**config.mk**
```make
export PLATFORM = sky130hd
export DESIGN_NAME = gray_input_conditioner
export DESIGN_NICKNAME = d
export VERILOG_FILES = /design/src/rtl/gray_input_conditioner.sv
export SDC_FILE = /design/constraint.sdc
export NUM_CORES = 1
export LEC_CHECK = 0
export ABC_AREA = 0
export CORE_UTILIZATION = 40
export DETAILED_ROUTE_END_ITERATION = 6
export GPL_TIMING_DRIVEN = 0
export SLEW_MARGIN = 40
export SYNTH_ARGS = -nofsm -noshare
export SYNTH_HDL_FRONTEND = slang
export SYNTH_SLANG_ARGS = --single-unit
```
**constraint.sdc**
```tcl
create_clock -name clk -period 2.9 [get_ports clk]
set_input_delay 0.58 -clock clk [delete_from_list [all_inputs] [get_ports clk]]
set_output_delay 0.58 -clock clk [all_outputs]
set_load 0.02 [all_outputs]
```
**src/rtl/gray_input_conditioner.sv**
```systemverilog
// -----------------------------------------------------------------------------
// gray_input_conditioner
//
// Captures a Gray code from asynchronous board switches, synchronises and
// debounces it, converts the committed code to binary and holds the result
// for the downstream binary-to-7-segment display stage.
//
// Parameters:
//   WIDTH            Gray/binary word width.
//   SYNC_STAGES      Flip-flop stages in the input synchroniser (>= 2).
//   DEBOUNCE_CYCLES  Consecutive stable cycles required before commit (>= 2).
//
// Ports:
//   clk        in   1      System clock, rising edge.
//   rst        in   1      Synchronous, active-high reset.
//   gray_in    in   WIDTH  Raw Gray code from switches (asynchronous, bouncy).
//   bin_out    out  WIDTH  Last committed value in binary; stable between updates.
//   bin_valid  out  1      High once a value has been committed since reset.
//   update     out  1      One-cycle pulse on the cycle bin_out takes a new value.
//   step_err   out  1      Sticky: a committed change was not a single-bit Gray step.
//
// Optional feature:
//   GRAY_ADJACENCY_CHECK_EN  When defined, step_err is built and set on any
//                            non-first committed change whose Gray codes differ
//                            in more than one bit. When undefined, step_err is 0.
// -----------------------------------------------------------------------------
module gray_input_conditioner #(
    parameter int WIDTH           = 4,
    parameter int SYNC_STAGES     = 2,
    parameter int DEBOUNCE_CYCLES = 100000
) (
    input  logic             clk,
    input  logic             rst,
    input  logic [WIDTH-1:0] gray_in,
    output logic [WIDTH-1:0] bin_out,
    output logic             bin_valid,
    output logic             update,
    output logic             step_err
);

    localparam int                CNT_W    = $clog2(DEBOUNCE_CYCLES);
    localparam logic [CNT_W-1:0]  CNT_LAST = CNT_W'(DEBOUNCE_CYCLES - 1);

    typedef enum logic [1:0] {
        IDLE,
        SETTLE,
        STABLE
    } state_t;

    state_t           state;
    logic [WIDTH-1:0] sync_p [SYNC_STAGES];
    logic [WIDTH-1:0] sync_q;
    logic [WIDTH-1:0] cand;
    logic [WIDTH-1:0] committed;
    logic [CNT_W-1:0] cnt;

    function automatic logic [WIDTH-1:0] gray2bin(input logic [WIDTH-1:0] g);
        logic [WIDTH-1:0] b;
        b[WIDTH-1] = g[WIDTH-1];
        for (int i = WIDTH - 2; i >= 0; i--) begin
            b[i] = b[i+1] ^ g[i];
        end
        return b;
    endfunction

`ifdef GRAY_ADJACENCY_CHECK_EN
    function automatic int unsigned popcount(input logic [WIDTH-1:0] v);
        int unsigned n;
        n = 0;
        for (int i = 0; i < WIDTH; i++) begin
            n = n + int'(v[i]);
        end
        return n;
    endfunction
`endif

    // Synchroniser chain: stage 0 samples the asynchronous switches.
    always_ff @(posedge clk) begin
        if (rst) begin
            for (int i = 0; i < SYNC_STAGES; i++) begin
                sync_p[i] <= '0;
            end
        end else begin
            sync_p[0] <= gray_in;
            for (int i = 1; i < SYNC_STAGES; i++) begin
                sync_p[i] <= sync_p[i-1];
            end
        end
    end

    assign sync_q = sync_p[SYNC_STAGES-1];

    // Debounce FSM with registered outputs. The counter is only advanced while
    // below CNT_LAST, so it saturates at the commit condition and never wraps.
    always_ff @(posedge clk) begin
        if (rst) begin
            state     <= IDLE;
            cand      <= '0;
            cnt       <= '0;
            committed <= '0;
            bin_out   <= '0;
            bin_valid <= 1'b0;
            update    <= 1'b0;
`ifdef GRAY_ADJACENCY_CHECK_EN
            step_err  <= 1'b0;
`endif
        end else begin
            update <= 1'b0;
            case (state)
                // Compared against the reset candidate unconditionally, so an
                // all-zero input also has to prove itself stable before commit.
                IDLE: begin
                    cand  <= sync_q;
                    cnt   <= '0;
                    state <= SETTLE;
                end
                SETTLE: begin
                    if (sync_q != cand) begin
                        cand <= sync_q;
                        cnt  <= '0;
                    end else if (cnt != CNT_LAST) begin
                        cnt <= cnt + 1'b1;
                    end else begin
                        state <= STABLE;
                        // A bounce that settles back on the held value commits
                        // nothing, so the display sees no spurious update.
                        if (!bin_valid || (cand != committed)) begin
                            committed <= cand;
                            bin_out   <= gray2bin(cand);
                            bin_valid <= 1'b1;
                            update    <= 1'b1;
`ifdef GRAY_ADJACENCY_CHECK_EN
                            if (bin_valid && (popcount(cand ^ committed) > 1)) begin
                                step_err <= 1'b1;
                            end
`endif
                        end
                    end
                end
                STABLE: begin
                    if (sync_q != committed) begin
                        cand  <= sync_q;
                        cnt   <= '0;
                        state <= SETTLE;
                    end
                end
                default: begin
                    state <= IDLE;
                end
            endcase
        end
    end

`ifndef GRAY_ADJACENCY_CHECK_EN
    assign step_err = 1'b0;
`endif

endmodule

```
==> results.cfg <==
[min_path]
min_to = sync_p[0][6]
worstHoldStart = sync_p[0][2]
min_path_type = flop to flop
min_delay_path_depth = 1

[synth]
synth_cell_types = 41
netlist_instances = 227
synth_top_cell_area_share_pct = 41.4
syn_nets = 234
synthArstFlopShare_pct = 0
netlist_area_um2 = 1930
synth_top_cell_by_area = dfxtp_1
ys_seq_area_share_pct = 41.4
avgSynthCellArea_um2 = 8.52
synth_area_leaders = dfxtp_1 41%, mux2i_1 5.2%, xor2_1 4.5%
synth-main-ff-cell = dfxtp_1
synth_edf_count = 0
synth_warnings = 0
ys_ff_latch = 40

[global_routing]
grt_max_degree = 13
antenna_found_initial = 0
overflow = 0
first_global_vias = 1487
gr-usage-all-layers_pct = 17.4
grt_pass1_wl_um = 6900

[drt]
drcViolationCount = 0
drt-initial-drc-count = 92
routedWlPerCell_um = 13.5
vias_per_cell = 5.35
route.vias.total = 1589
routed_wl_um = 4020
antenna_left = 0
first_pass_iters = 5

[clock_network]
cts_sinks = 40
cts_hold_buf = 0
clk_path_buf_depth = 2
cts-buffers-inserted = 5
path_clk_slew_ns = 0.07
cts_setup_buffers = 0
root_buffer = clkbuf_8
cts_resized = 0
cts_max_level = 2
clock_latency_ns = 0.29
cts_tree = done

[critical_path]
rr_startpoint = committed[3]
slowest_stage = clkbuf_1
critPathMaxFanout = 10
slowest_delay_ns = 0.50
critical_path_required_ns = 3.12
r2r_slack_ns = 0.78
endpoint_kind = flop
r2r_end = cnt[0]
r2r_cells = 6
cp-startpoint = committed[3]
crit_chain = xor2_1 > nor4_1 > o21a_1 > clkbuf_1 > nor2_1 > a211oi_2
crit_arrival_ns = 2.34
cp-start-kind = flop
path_class = flop to flop

[cells_and_area]
layout-drive-gt1-share_pct = 6.94
antennaDiodeCount = 0
final_common_cell = dfxtp_1
mostFrequentLayoutCells = 40 x dfxtp_1, 19 x nor2_1, 16 x nand2_1
area_growth_pct = 14.1
final_core_util_pct = 49.0
finalNetCount = 251
n_fill_cell = 443

[placed_design]
hpwl_um = 2890
globalplace.congestion = 0.838
port_buffers = 10

[timing]
skew_ns = 0.00305
worst_pin_slew_ns = 0.650
rsz0062_at_grt = false
setup_viol = 0
fmax_mhz = 472
setup_tns_ns = 0
period_minus_slack_ns = 2.12
final-hold-violation-count = 0
slew_headroom_pct = 56.7
finalCritPeriodShare_pct = 73.1
holdWs_ns = 0.437
slew_viol_final = 0

[die]
row_count = 24
die_w_um = 71.5
die_h_um = 71.5
die_area_um2 = 5120
core_area_um2 = 4500
ios = 13
initial_utilization_pct = 42.9

[power]
power.density_nw_per_um2 = 491
ir_drop_v = 0.000298
power_w = 0.00108
cellLeakagePower_nw = 0.745

[job]
drv_cap = 0

[status]
status = finished, final reports clean
==> cells in the mapped netlist, types with 2 or more instances <==
master,n
a211oi_1,5
a21oi_1,10
a31oi_1,8
a41oi_1,2
and2_1,2
buf_2,2
buf_4,3
clkbuf_1,12
dfxtp_1,40
inv_1,6
mux2i_1,10
nand2_1,16
nand2b_1,5
nand3_1,14
nand3b_1,2
nand4_1,6
nand4b_1,2
nor2_1,19
nor2b_1,8
nor3_1,8
nor4_1,4
nor4b_1,2
o21ai_0,4
o32ai_1,2
or3_1,5
or3_2,2
xnor2_1,5
xor2_1,10
==> sequential cells by signal, indices dropped and copies added (netlist names) <==
signal / cells
committed: 4
bin_valid: 1
state: 2
update: 1
bin_out: 3
sync_p: 8
cnt: 17
cand: 4
==> layer usage <==
layer	global-route usage [%]	routed length (µm)	up-vias
met2	28.3	1870	29
li1	-	-	837
met4	4.58	29	0
met1	22.7	1940	719
met3	5.49	182	4
met5	0	0	-
==> through the flow <==
| step | instances | setup slack, ns | instance area, µm² |
|---|---|---|---|
| floorplan | 227 | 1.00 | 1930 |
| global placement | 289 | 0.790 | 2100 |
| detailed placement | 289 | 0.814 | 2100 |
| CTS | 297 | 0.789 | 2210 |
| global route | 297 | 0.616 | 2210 |
| finish | 297 | 0.781 | 2210 |
==> worst max-delay path by stage <==
stage	end	slack, ns	depth (start not counted)
global placement	cnt[0]	0.79	6
detailed placement	cnt[0]	0.81	6
global route	cnt[13]	0.62	6
floorplan	cnt[5]	1.0	7
CTS	cnt[0]	0.79	6
finish	cnt[0]	0.78	6
==> power breakdown <==
part           total [W]  switching [W]  internal [W]
sequential      0.000564     0.00000621      0.000558
clock           0.000443       0.000188      0.000255
combinational  0.0000768      0.0000455     0.0000313
total            0.00108       0.000240      0.000845
==> worst max-delay path: cells and delay by family, from the launching register on <==
| kind | cells | cell delay [ns] |
|---|---|---|
| AO/OA/AOI/OAI | 2 | 0.41 |
| AND/OR/NAND/NOR | 2 | 0.60 |
| flip-flops | 1 | 0.36 |
| buffers and inverters | 1 | 0.50 |
| XOR/XNOR | 1 | 0.17 |
==> final cells by class <==
type                    count  area, µm²  area share, %
clock buffers               6       72.6           3.29
well taps                  52       65.1           2.95
clock inverters             2       35.0           1.59
multi-input cells         163       1020           46.3
inverters                   6       22.5           1.02
plain buffers              18       88.8           4.02
flip-flops and latches     40        801           36.3
repair buffers             10        100           4.54
==> cells by family after synthesis <==
kind of cell    synth area share (%)
simple gates                    28.2
flops                           41.4
compound gates                  11.8
buf+inv                         5.76
xor+xnor                        6.79
mux                             5.17
fa+ha+maj                      0.647
other cells                    0.194
Note: power is estimated with default switching activity, not from simulation.
